===== src/rtl/mips_pkg.sv =====
// Shared encodings for the multicycle MIPS control path: FSM states, opcodes,
// R-type funct codes, ALU operation codes and datapath mux selects.
package mips_pkg;

    typedef enum logic [3:0] {
        S_FETCH  = 4'd0,
        S_DECODE = 4'd1,
        S_MEMADR = 4'd2,
        S_MEMRD  = 4'd3,
        S_MEMWB  = 4'd4,
        S_MEMWR  = 4'd5,
        S_EXEC   = 4'd6,
        S_RWB    = 4'd7,
        S_BRANCH = 4'd8,
        S_JUMP   = 4'd9,
        S_ADDIEX = 4'd10,
        S_ADDIWB = 4'd11
    } state_t;

    localparam logic [5:0] OP_RTYPE = 6'b000000;
    localparam logic [5:0] OP_LW    = 6'b100011;
    localparam logic [5:0] OP_SW    = 6'b101011;
    localparam logic [5:0] OP_BEQ   = 6'b000100;
    localparam logic [5:0] OP_J     = 6'b000010;
    localparam logic [5:0] OP_ADDI  = 6'b001000;

    localparam logic [5:0] FUNCT_ADD = 6'b100000;
    localparam logic [5:0] FUNCT_SUB = 6'b100010;
    localparam logic [5:0] FUNCT_AND = 6'b100100;
    localparam logic [5:0] FUNCT_OR  = 6'b100101;
    localparam logic [5:0] FUNCT_SLT = 6'b101010;
    localparam logic [5:0] FUNCT_NOR = 6'b100111;

    localparam logic [3:0] ALU_AND = 4'b0000;
    localparam logic [3:0] ALU_OR  = 4'b0001;
    localparam logic [3:0] ALU_ADD = 4'b0010;
    localparam logic [3:0] ALU_SUB = 4'b0110;
    localparam logic [3:0] ALU_SLT = 4'b0111;
    localparam logic [3:0] ALU_NOR = 4'b1100;

    localparam logic [1:0] SRCB_REGB   = 2'b00;
    localparam logic [1:0] SRCB_FOUR   = 2'b01;
    localparam logic [1:0] SRCB_IMM    = 2'b10;
    localparam logic [1:0] SRCB_IMMSH2 = 2'b11;

    localparam logic [1:0] PCSRC_ALU    = 2'b00;
    localparam logic [1:0] PCSRC_ALUOUT = 2'b01;
    localparam logic [1:0] PCSRC_JUMP   = 2'b10;

endpackage


===== src/rtl/alu_decoder.sv =====
// R-type funct field to 4-bit ALU operation; anything unrecognised adds.
module alu_decoder
    import mips_pkg::*;
(
    input  logic [5:0] i_funct,
    output logic [3:0] o_alu_op
);

    always_comb begin
        o_alu_op = ALU_ADD;
        case (i_funct)
            FUNCT_ADD: o_alu_op = ALU_ADD;
            FUNCT_SUB: o_alu_op = ALU_SUB;
            FUNCT_AND: o_alu_op = ALU_AND;
            FUNCT_OR:  o_alu_op = ALU_OR;
            FUNCT_SLT: o_alu_op = ALU_SLT;
            FUNCT_NOR: o_alu_op = ALU_NOR;
            default:   o_alu_op = ALU_ADD;
        endcase
    end

endmodule


===== src/rtl/multicycle_control.sv =====
// Moore FSM sequencing a multicycle MIPS datapath: one state per cycle, all
// enables and mux selects decoded from the state register.
module multicycle_control
    import mips_pkg::*;
(
    input  logic       clk,
    input  logic       reset,
    input  logic [5:0] opcode,
    input  logic [5:0] funct,
    input  logic       zero,
    output logic [3:0] aluOp,
    output logic       aluSrcA,
    output logic [1:0] aluSrcB,
    output logic       pcEn,
    output logic [1:0] pcSource,
    output logic       iorD,
    output logic       memRead,
    output logic       memWrite,
    output logic       irWrite,
    output logic       regWrite,
    output logic       regDst,
    output logic       memToReg,
    output logic       illegalOp,
    output logic [3:0] state
);

    state_t     r_state;
    state_t     w_next;
    logic [3:0] w_funct_op;
    logic       w_pc_en;
    logic       w_mem_read;
    logic       w_mem_write;
    logic       w_ir_write;
    logic       w_reg_write;
    logic       w_illegal;

    alu_decoder u_alu_decoder (
        .i_funct  (funct),
        .o_alu_op (w_funct_op)
    );

    // NOTE: non-blocking assignment so every flop samples pre-edge values.
    always_ff @(posedge clk) begin
        if (reset) r_state <= S_FETCH;
        else       r_state <= w_next;
    end

    always_comb begin
        // NOTE: defaults first; any output missed by a branch would become a latch.
        w_next      = S_FETCH;
        aluOp       = ALU_ADD;
        aluSrcA     = 1'b0;
        aluSrcB     = SRCB_REGB;
        pcSource    = PCSRC_ALU;
        iorD        = 1'b0;
        regDst      = 1'b0;
        memToReg    = 1'b0;
        w_pc_en     = 1'b0;
        w_mem_read  = 1'b0;
        w_mem_write = 1'b0;
        w_ir_write  = 1'b0;
        w_reg_write = 1'b0;
        w_illegal   = 1'b0;
        case (r_state)
            S_FETCH: begin
                w_mem_read = 1'b1;
                w_ir_write = 1'b1;
                aluSrcB    = SRCB_FOUR;
                w_pc_en    = 1'b1;
                w_next     = S_DECODE;
            end
            S_DECODE: begin
                // ALU precomputes the branch target into ALUOut while dispatching.
                aluSrcB = SRCB_IMMSH2;
                case (opcode)
                    OP_RTYPE:     w_next = S_EXEC;
                    OP_LW, OP_SW: w_next = S_MEMADR;
                    OP_BEQ:       w_next = S_BRANCH;
                    OP_J:         w_next = S_JUMP;
                    OP_ADDI:      w_next = S_ADDIEX;
                    default: begin
                        w_illegal = 1'b1;
                        w_next    = S_FETCH;
                    end
                endcase
            end
            S_MEMADR: begin
                aluSrcA = 1'b1;
                aluSrcB = SRCB_IMM;
                w_next  = (opcode == OP_LW) ? S_MEMRD : S_MEMWR;
            end
            S_MEMRD: begin
                w_mem_read = 1'b1;
                iorD       = 1'b1;
                w_next     = S_MEMWB;
            end
            S_MEMWB: begin
                w_reg_write = 1'b1;
                memToReg    = 1'b1;
            end
            S_MEMWR: begin
                w_mem_write = 1'b1;
                iorD        = 1'b1;
            end
            S_EXEC: begin
                aluSrcA = 1'b1;
                aluOp   = w_funct_op;
                w_next  = S_RWB;
            end
            S_RWB: begin
                w_reg_write = 1'b1;
                regDst      = 1'b1;
            end
            S_BRANCH: begin
                aluSrcA  = 1'b1;
                aluOp    = ALU_SUB;
                pcSource = PCSRC_ALUOUT;
                w_pc_en  = zero;
            end
            S_JUMP: begin
                pcSource = PCSRC_JUMP;
                w_pc_en  = 1'b1;
            end
            S_ADDIEX: begin
                aluSrcA = 1'b1;
                aluSrcB = SRCB_IMM;
                w_next  = S_ADDIWB;
            end
            S_ADDIWB: begin
                w_reg_write = 1'b1;
            end
            default: w_next = S_FETCH;
        endcase
    end

    // Reset masks every architectural side effect, whatever state is held.
    assign pcEn      = w_pc_en     & ~reset;
    assign memRead   = w_mem_read  & ~reset;
    assign memWrite  = w_mem_write & ~reset;
    assign irWrite   = w_ir_write  & ~reset;
    assign regWrite  = w_reg_write & ~reset;
    assign illegalOp = w_illegal   & ~reset;
    assign state     = r_state;

endmodule


===== config.mk =====
export PLATFORM = sky130hd
export DESIGN_NAME = multicycle_control
export DESIGN_NICKNAME = d
export VERILOG_FILES = /design/src/rtl/mips_pkg.sv /design/src/rtl/alu_decoder.sv /design/src/rtl/multicycle_control.sv
export SDC_FILE = /design/constraint.sdc
export NUM_CORES = 1
export LEC_CHECK = 0
export CAP_MARGIN = 40
export CORE_MARGIN = 5
export CORE_UTILIZATION = 38
export DETAILED_ROUTE_END_ITERATION = 6
export PLACE_DENSITY = 0.88
export SETUP_SLACK_MARGIN = 0.5
export SLEW_MARGIN = 25
export SYNTH_ARGS = -nofsm -noshare
export SYNTH_HDL_FRONTEND = slang
export SYNTH_SLANG_ARGS = --single-unit
export TNS_END_PERCENT = 100

===== constraint.sdc =====
create_clock -name clk -period 2.55 [get_ports clk]
set_input_delay 0.3825 -clock clk [delete_from_list [all_inputs] [get_ports clk]]
set_output_delay 0.3825 -clock clk [all_outputs]
set_load 0.01 [all_outputs]

### After elaboration in Yosys (flattened, before gate mapping)

Cells that the tools add are included.

| storage, ports and cells | value |
|---|---|
| word-level logic and storage cells | 57 |
| output and inout port bits | 22 |
| flip-flop bits (word level) | 4 |
| input bits | 15 |

| operators by class | value |
|---|---|
| bitwise operators | 7 |
| mux-type cells | 18 |
| equality and inequality tests | 21 |
| reductions and logical operators | 10 |

Operator list:

| operator | number |
|---|---|
| $eq 6x6->1 const B | 7 |
| $pmux 4 s5 | 2 |
| $pmux 4 s6 | 1 |
| $eq 4x3->1 const B | 4 |
| $eq 4x4->1 const B | 4 |
| $mux 1 | 10 |
| $reduce_or 2->1 | 5 |
| $eq 4x2->1 const B | 2 |
| $pmux 4 s2 | 1 |
| $and 1x1->1 | 6 |
| $eq 6x2->1 const B | 1 |
| $eq 6x3->1 const B | 1 |
| $eq 6x4->1 const B | 1 |
| $logic_not 6->1 | 1 |
| $pmux 2 s3 | 1 |
| $reduce_or 6->1 | 1 |
| $eq 4x1->1 const B | 1 |
| $logic_not 4->1 | 1 |
| $pmux 2 s2 | 1 |
| $reduce_or 4->1 | 1 |
| $mux 3 | 1 |
| $reduce_or 3->1 | 1 |
| $pmux 1 s2 | 1 |
| $not 1->1 | 1 |

### Logic depth before layout (Yosys ltp)

| depth | value |
|---|---|
| word-level depth | 5 |
| mapped depth | 5 |
| gate-level depth less buffers | 4 |

### Cells and area by module

From an unflattened synthesis, not the netlist that was laid out.

| unflattened totals | value |
|---|---|
| cells, all modules | 88 |
| area total of the unflattened synthesis | 595.6 um^2 |

Modules (own cells, without submodules):

| module | instances | sequential area each (um^2) | cells an instance | area each (um^2) |
|---|---|---|---|---|
| multicycle_control | 1 | 80.1 | 77 | 514.2 |
| alu_decoder | 1 | 0.0 | 11 | 81.3 |

### Worst setup path before layout

No wires, ideal clock.

| timing path | value |
|---|---|
| path type | register -> output |
| start point | reg r_state[0], in the netlist state[0] |
| end point | out aluOp[3] |
| buffers on the path | 0 |
| data arrival time | 1.371 ns |
| stages on the path, launching flop included | 5 |
| path slack | 0.796 ns |
| path through | dfxtp_1 nand2b_4 or4b_4 nor2b_2 and3_1 |

| on the way | value |
|---|---|
| word-level cells in the longest chain between the ends | 2 |

RTL lines:

| what | RTL line | RTL |
|---|---|---|
| start: declaration | multicycle_control.sv:27 | `state_t r_state;` |
| start signal: assignment | multicycle_control.sv:45 | `else r_state <= w_next;` |
| $eq 4x4->1 / $eq 4x3->1 (equally long branches) | multicycle_control.sv:64 | `case (r_state)` |
| $pmux 4 s2 (*) | multicycle_control.sv:64 |  |
| end: declaration | multicycle_control.sv:11 | `output logic [3:0] aluOp,` |

Every way passes the cells marked *; elsewhere a longest branch is shown, timed or not.

### Final worst setup path

| timing path | value |
|---|---|
| start point | in funct[2] |
| end point | out aluOp[3] |

| on the way | value |
|---|---|
| word-level cells in the longest chain between the ends | 3 |

RTL lines:

| what | RTL line | RTL |
|---|---|---|
| start: declaration | multicycle_control.sv:9 | `input logic [5:0] funct,` |
| $eq 6x6->1 | alu_decoder.sv:11 | `case (i_funct)` |
| $pmux 4 s5 (*) | alu_decoder.sv:11 |  |
| $pmux 4 s2 (*) | multicycle_control.sv:64 |  |

Marked as above.

==> summary.txt <==
Status
  • Outcome: completed

Routing
  • ANT nets after route: 0
  • Routed WL: 2.01 mm
  • Drt pass-1 iters: 4
  • Total number of vias: 812
  • Initial DRC Count: 14
  • DR WL/cell: 14.1 um
  • Avg Vias per Cell: 5.68
  • DRC errors left: 0

Timing
  • RSZ-0062 raised after global routing: true
  • Final hold vios: 0
  • Hold_ws: 0.690 ns
  • Fmax: 0.496 GHz
  • Max-slew violations: 0
  • Final Cycle Share: 0.790
  • Setup Viol. Count Final: 0
  • Worst slew pin tran: 0.253 ns
  • Post-layout minimum cycle time: 2.02 ns
  • Final setup TNS: 0 ns
  • Clk_skew: 0.000526 ns
  • Rel. slew slack: 0.831

Clock network
  • CTS Buf Count: 3
  • Clock Latency Late Sink: 0.23 ns
  • CTS tree: done
  • H-tree Lvls: 1
  • Clock sinks: 4
  • Root buf cell: clkbuf_4
  • Clk slew on worst S/H paths: 0.04 ns
  • Bufs on Longest Clock Path: 2

Synthesis
  • Compound-Gate Fraction of Synth Area: 0.159
  • Largest family of logic cells by synthesized area: simple AND/OR/NAND/NOR gates
  • XOR/XNOR Fraction of Synth Area: 0.0465
  • Asr flop ratio synth: 0
  • Synth Cell Area: 566 um2
  • Post-Synth Simple-Gate Area: 0.586
  • Adder-cell share of the synthesized area: 0.0177
  • Post-synthesis mux area share: 0
  • Yosys top cell by area: dfxtp_1
  • Cells after synthesis: 85
  • Synth Flop Type: dfxtp_1
  • Mapped Avg Cell Area: 6.65 um2
  • Yosys reg bits: 4
  • Leading post-synthesis cells by cell area: dfxtp_1, nor3_1, nor2_1
  • EDFF count, synth: 0
  • Sequential area share after synthesis: 0.142
  • Synth Warn #: 0
  • Post-synth top area share: 0.142
  • Syn_nets: 100
  • Netlist cell types: 34

Final layout
  • Area delta synth->final: 80.3%
  • Fillers: 124
  • Diode count: 0
  • Fin util: 0.701
  • # nets final: 144
  • Most frequent cells in the layout: clkdlybuf4s50_1, nor2_1, nor3_1
  • Seq. cell area: 82.6 um2
  • Layout cell share with drive strength beyond 1: 0.228
  • Footprint of the multi-input gates: 495 um2
  • Commonest non-fill, non-tap cell in the layout: clkdlybuf4s50_1
  • Max reg flops: 4

Floorplan
  • CORE AREA: 1450 um2
  • Die width: 48.6 um
  • Row cnt: 14
  • Total die area: 2360 um2
  • Top-Level Pins: 37
  • Initial Utilization: 0.389
  • Die Height: 48.6 um

Power
  • Peak VDD IR: 0.321 mV
  • Pwr per Cell Area: 234 nW/um2
  • Static leakage: 0.457 nW
  • Pwr Total: 0.000239 W

Flow run
  • Max-Cap Viols: 0

Critical path
  • Worst Setup EP: aluOp[3]
  • R2R setup slack: 1.26 ns
  • Worst reg2reg path depth: 5
  • CP Max Fanout: 3
  • Worst setup EP type: output pin
  • Required time of the critical path: 2.17 ns
  • Kind of critical path: in2out
  • RR Endpoint: state[0]
  • Critical path arrival: 1.63 ns
  • Startpoint Class: primary input
  • Reg2reg start: state[1]
  • Critical Path Start: funct[2]

Placement
  • DP HPWL: 1.53 mm
  • Count of buffers from port buffering: 36
  • GPL Wtd Cong: 0.910

Global routing
  • Antenna violations before repair: 0
  • Congestion Overflow GR: 0
  • GRT Total Usage: 0.162
  • First-pass GRT wire length: 3.22 mm
  • Largest net degree at the start of global routing: 16
  • Vias in the first global route: 708

Min path
  • Hold Path Cell Cnt: 3
  • Min-delay worst type: reg2reg
## worst min path at each step
stage | from | endpoint | slack, ns
floorplan | reset | state[1] | 0.56
global placement | state[3] | state[3] | 0.71
detailed placement | state[3] | state[3] | 0.71
CTS | state[3] | state[3] | 0.72
global route | state[1] | state[3] | 0.72
finish | state[1] | state[3] | 0.69
## worst max-delay path, cell delays in order
cell             delay [ns]
clkdlybuf4s50_1        0.52
nor2b_1                0.27
nor2b_2                0.19
and3_1                 0.15
buf_2                  0.12
## final cells by class
class / instances / area share
well taps: 16 / 0.0196
clock buffers: 3 / 0.0221
repair buffers: 43 / 0.384
inverters: 2 / 0.00736
multi-input cells: 75 / 0.486
flip-flops and latches: 4 / 0.0810
## logic make-up after synthesis
group / Yosys count
AOI/OAI and AO/OA: 14
xor gates and xnor gates: 3
adders and majority gates: 1
buffers and inverters: 6
DFF: 4
and+or+nand+nor: 57
## per-layer routing
metal,vias to the layer above,wire length [um],GRT usage
met5,-,0,0
met4,0,36,0.0135
met3,4,178,0.0613
met2,45,925,0.267
met1,367,871,0.208
li1,396,-,-
## stage by stage
stage / std cells / worst slack (ns) / area, um2
floorplan: 85 / 0.796 / 566
global placement: 138 / 0.0321 / 963
detailed placement: 138 / -0.0324 / 963
CTS: 142 / 0.412 / 991
global route: 143 / 0.473 / 1020
finish: 143 / 0.535 / 1020
## cell usage after synthesis, drive strengths merged, types with 3 or more instances
master / n
nand2: 4
nor3: 12
nor2: 15
a21oi: 5
nor2b: 4
dfxtp: 4
nand2b: 4
and3: 3
o21ai: 3
## power breakdown
group	switching (W)	internal, W	total, W
clock network	0.0000244	0.0000526	0.0000770
registers	0.00000100	0.0000651	0.0000661
logic	0.0000459	0.0000499	0.0000958
## what timing repair did
| action | in CTS | in global routing |
|---|---|---|
| buffers inserted | 1 | 1 |
| pin swaps | 3 | 4 |
| cloned | 0 | 0 |
| resized for setup | 27 | 16 |
| hold buffers | 0 | 0 |
| setup endpoints to repair | 13 | 10 |
Power figures use the tool's default switching activity.
==> RTL edit 1: new RTL, same settings <==
Make the reset (`reset`) asynchronous in one clocked block.
--- a/src/rtl/multicycle_control.sv
+++ b/src/rtl/multicycle_control.sv
@@ -42,3 +42,3 @@
     // NOTE: non-blocking assignment so every flop samples pre-edge values.
-    always_ff @(posedge clk) begin
+    always_ff @(posedge clk or posedge reset) begin
         if (reset) r_state <= S_FETCH;
Check against the original RTL: differs if reset is asserted again (counterexample within 4 cycles, from zero or initial values and one cycle with reset high); with reset held inactive, the same outputs for 10 cycles.
==> RTL edit 1 against the unedited design <==
Global-route usage is 4.8 points higher; synthesized area decreased by 4.6%; routed wire length increased by 8.3%; count of clock-buffer cells in the layout is the same; sequential cell count is the same; design area grew 4.3%; non-clock buffer count is 2 higher; largest cell class unchanged; synthesized cell count shrank 7.1%; setup slack got worse by 4.5 ps.
Power is not compared: it rests on default switching activity, and its combinational part moved more than twofold at a synthesized area within 25%.
==> RTL edit 1: results (changes against the unedited design) <==
routability cong.: 0.864 (-5.1%)
Avg WL per Cell: 15.8 um (+12%)
Final HPWL DP: 1610 um (+5.6%)
clock skew: 9.48 ps (+8.96 ps)
worst flop-to-flop path startpoint: state[2]$_DFF_PP0_
reg2reg end: state[1]$_DFF_PP0_
layout cells sized above 1: 26.0% (+3.2 points)
CP max-delay cell: dfrtp_2
Synth area leaders: dfrtp_1 19%, nor3_1 7.4%, nand2b_1 7.0%, o21ai_0 5.6%, nor2_1 4.9%
Max Fanout on Critical Path: 5 (+2)
hold_ws: 336 ps (-354 ps)
nets@finish: 140 (-2.8%)
status: finished, final reports clean
Reg2Reg Setup Slack: 870 ps (-390 ps)
first-pass GRT wire length: 3350 um (+4.1%)
largest net degree at the start of global routing: 15 (-1)
commonest cells in the netlist: 8 x nor3_1, 7 x nor2_1, 6 x nand2b_1, 6 x o21ai_0
drt first-iter violations: 15 (+1)
Syn Nets: 94 (-6.0%)
post-synthesis sequential area ratio: 18.6% (+4.4 points)
Worst R2R Path Depth: 4 (-1)
worst slew pin tran: 358 ps (+105 ps)
fraction of registers with async set or reset after synthesis: 100% (+100 points)
DR vias: 793 (-2.3%)
fillers: 95 (-23%)
Critical path origin: state[3]$_DFF_PP0_
-- RTL edit 1: changes by cell type in the layout (fill, tap and decap cells not counted), moves of 3 or more --
cell and change:
clkdlybuf4s50_1 -4, dfrtp_2 +3, nor2_1 -9, dlymetal6s2s_1 +3
nor3_2 -3
-- RTL edit 1: stage by stage --
stage | cell area (um2) | std cells
2_1_floorplan | 539 | 79
3_3_place_gp | 963 | 134
3_5_place_dp | 963 | 134
4_1_cts | 1020 | 138
5_1_grt | 1060 | 138
6_report | 1060 | 138
-- RTL edit 1: cell families (layout without fill, tap and decap cells) --
group                    Yosys count  count (layout)  synth area share, %
AND/OR/NAND/NOR                   46              46                 50.4
AO/OA/AOI/OAI                     18              18                 20.4
buffers and inverters              8              52                 5.57
flip-flops                         4               4                 18.6
XOR/XNOR                           2               2                 3.25
adder cells (fa/ha/maj)            1               1                 1.86
-- RTL edit 1: worst max-delay path, delay by kind of cell, from the launching register on --
family | cells | cell delay, ps
AND/OR/NAND/NOR | 3 | 650
buffers and inverters | 2 | 320
flip-flops | 1 | 430
-- RTL edit 1: what timing repair did --
item                       4_1_cts  5_1_grt
setup endpoints to repair       14        8
gates resized for setup         29       22
setup buffers                    1        0
pin swaps                        0        2
-- RTL edit 1: area by class of cell --
class	count	area, um2	area share, %
Sequential cell	4	104	9.76
Clock buffer	3	22.5	2.12
Multi-Input combinational cell	67	478	44.9
Tap cell	15	18.8	1.76
Inverter	4	15.0	1.41
Timing Repair Buffer	45	425	40.0
-- RTL edit 1: how the worst max path moves through the flow --
stage,end,slack [ps]
after floorplan,aluOp[2],790
after global placement,aluOp[3],160
after detailed placement,aluOp[3],70
after CTS,aluOp[3],370
after global routing,aluOp[3],490
final,aluOp[3],530
-- RTL edit 1: power breakdown --
part	internal, W	switching (W)
clock	0.0000528	0.0000282
combinational	0.000146	0.000160
sequential	0.0000748	0.00000905
-- RTL edit 1: metal layers --
| layer | GRT usage [%] | up-vias | part of all wire, % |
|---|---|---|---|
| met1 | 21.9 | 362 | 37 |
| met5 | 0 | - | 0 |
| met4 | 11.3 | 0 | 3.5 |
| li1 | - | 385 | - |
| met3 | 2.26 | 8 | 6.0 |
| met2 | 40.6 | 38 | 54 |
==> RTL edit 2: new RTL, config.mk and constraints unchanged <==
Without the edit above. Register the outputs `pcEn`, `memRead`, `memWrite`, `irWrite`, `regWrite` and `illegalOp`, with the module's reset; this adds one clock of latency there. The other outputs are not delayed to match.
--- a/src/rtl/multicycle_control.sv
+++ b/src/rtl/multicycle_control.sv
@@ -136,8 +136,19 @@
     // Reset masks every architectural side effect, whatever state is held.
-    assign pcEn      = w_pc_en     & ~reset;
-    assign memRead   = w_mem_read  & ~reset;
-    assign memWrite  = w_mem_write & ~reset;
-    assign irWrite   = w_ir_write  & ~reset;
-    assign regWrite  = w_reg_write & ~reset;
-    assign illegalOp = w_illegal   & ~reset;
+    always_ff @(posedge clk) begin
+        if (reset) begin
+            pcEn      <= '0;
+            memRead   <= '0;
+            memWrite  <= '0;
+            irWrite   <= '0;
+            regWrite  <= '0;
+            illegalOp <= '0;
+        end else begin
+            pcEn      <= w_pc_en     & ~reset;
+            memRead   <= w_mem_read  & ~reset;
+            memWrite  <= w_mem_write & ~reset;
+            irWrite   <= w_ir_write  & ~reset;
+            regWrite  <= w_reg_write & ~reset;
+            illegalOp <= w_illegal   & ~reset;
+        end
+    end
     assign state     = r_state;
Function: changed (Yosys sat finds a counterexample within 4 cycles, from zero or initial values and one cycle with reset high).
==> RTL edit 2 against the unedited design <==
Sequential share of layout area increased by 9.3 points; synthesized area rose by 18%; hold slack got worse by 42 ps; design area is 16% higher; sequential cell count rose by 6; routed wire length up 5.8%; setup slack lost 61 ps; global-route usage decreased by 0.19 points; maximum frequency shrank 2.9%; power increased by 71%; synthesized cell count is 2.4% higher; first-iteration DRC count rose by 86%; cell count grew 4.2%.
==> RTL edit 2: results (changes against the unedited design) <==
status: finished, final reports clean
Synth area leaders: dfxtp_1 30%, nor2_1 7.9%, nor3_1 6.8%, nand2b_4 4.1%, a21oi_1 3.8%
Critical path origin: state[3]$_SDFF_PP0_
hold path endpoint: irWrite$_SDFF_PP0_
Compound-Gate Fraction of Synth Area: 18.0% (+2.1 points)
Yosys cell types: 31 (-8.8%)
fillers: 121 (-2.4%)
drt via density: 5.61 (-1.2%)
worst vdd ir: 0.213 mV (-34%)
vias in the first global route: 696 (-1.7%)
DP Area: 1060 um2 (+10%)
worst flop-to-flop path startpoint: state[2]$_SDFF_PP0_
crit-path leading delay family: simple AND/OR/NAND/NOR gates
commonest cells in the netlist: 14 x nor2_1, 10 x dfxtp_1, 9 x nor3_1, 5 x a21oi_1
min-delay src: state[0]$_SDFF_PP0_
xor/xnor share of the synthesized area: 3.95% (-0.70 points)
H-Tree Depth: 1 (unchanged)
drt first-iter violations: 26 (+12)
WHS Path Cells: 2 (-1)
first-pass GRT wire length: 3260 um (+1.3%)
later-pin clock latency in the skew report: 270 ps (+40 ps)
nets@finish: 148 (+2.8%)
Syn Nets: 102 (+2.0%)
Worst R2R Path Depth: 6 (+1)
Slew HR: 73.3% (-9.8 points)
routability cong.: 0.828 (-9.0%)
Largest stage delay, worst path: 550 ps (+30 ps)
grt met3 use: 3.44% (-2.7 points)
post-synthesis sequential area ratio: 30.1% (+16 points)
clock root cell: clkbuf_4
Pleak: 0.540 nW (+18%)
M2 GR Usage: 25.7% (-1.0 points)
Clock group: 0.000148 W (+92%)
CP max-delay cell: or4b_4
Post-synth EDFFs: 0 (unchanged)
Worst-path clk slew: 70 ps (+30 ps)
clock skew: 0.531 ps (+0.00452 ps)
reg2reg end: illegalOp$_SDFF_PP0_
met1 Use GR: 21.2% (+0.38 points)
Total Routing Usage GR: 16.1% (-0.19 points)
largest net degree at the start of global routing: 15 (-1)
synthesized-area fraction occupied by adder cells: 0% (-1.8 points)
P_comb: 0.0000960 W (about the same)
Sw Pwr: 0.000108 W (+51%)
CP arrival: 1690 ps (+60 ps)
Final HPWL DP: 1460 um (-4.5%)
layout cells sized above 1: 27.3% (+4.4 points)
Avg WL per Cell: 14.3 um (+1.6%)
Reg2Reg Setup Slack: 1070 ps (-190 ps)
-- RTL edit 2: cell count changes in the layout (fill, tap and decap cells not counted), sizes merged, moves of 2 or more --
cell           unedited run  this run
o31a                      2         0
or2                       1         3
nand2b                    4         6
a31oi                     1         3
dfxtp                     4        10
clkdlybuf4s50            18        23
dlygate4sd2               8         4
and3                      3         1
buf                      10        13
nand3b                    2         0
nor3                     12         9
nand4                     2         0
-- RTL edit 2: final cells by class --
class	count	area [um2]	share of cell area [%]
Timing Repair Buffer	45	423	35.8
Multi-Input combinational cell	72	492	41.6
Clock buffer	4	36.3	3.07
Sequential cell	10	205	17.4
Inverter	1	3.75	0.318
Tap cell	17	21.3	1.80
-- RTL edit 2: layer usage --
| metal | share of wire, % | wire, um |
|---|---|---|
| met5 | 0 | 0 |
| met2 | 46 | 970 |
| met1 | 45 | 961 |
| met4 | 1.6 | 34 |
| met3 | 7.7 | 163 |
-- RTL edit 2: metrics by stage --
step | utilization [%] | setup WS [ps] | cells | hold WS, ps | total power, W
floorplan | - | 817 | 87 | 455 | 0.000208
global placement | 62.7 | 19.2 | 140 | 522 | 0.000259
detailed placement | 62.7 | 3.21 | 140 | 524 | 0.000261
CTS | 67.7 | 392 | 149 | 629 | 0.000404
global route | 69.9 | 415 | 149 | 684 | 0.000427
finish | 69.9 | 474 | 149 | 648 | 0.000408
-- RTL edit 2: logic make-up after synthesis --
kind of cell / count (synthesis)
and+or+nand+nor: 51
AOI/OAI and AO/OA: 18
xor gates and xnor gates: 3
DFF: 10
buffers and inverters: 5
-- RTL edit 2: timing repair --
item | CTS | global route
resized for setup | 23 | 18
buffers inserted | 5 | 0
pin swaps | 2 | 3
setup endpoints to repair | 7 | 9
endpoints found under the hold margin | 0 | 0
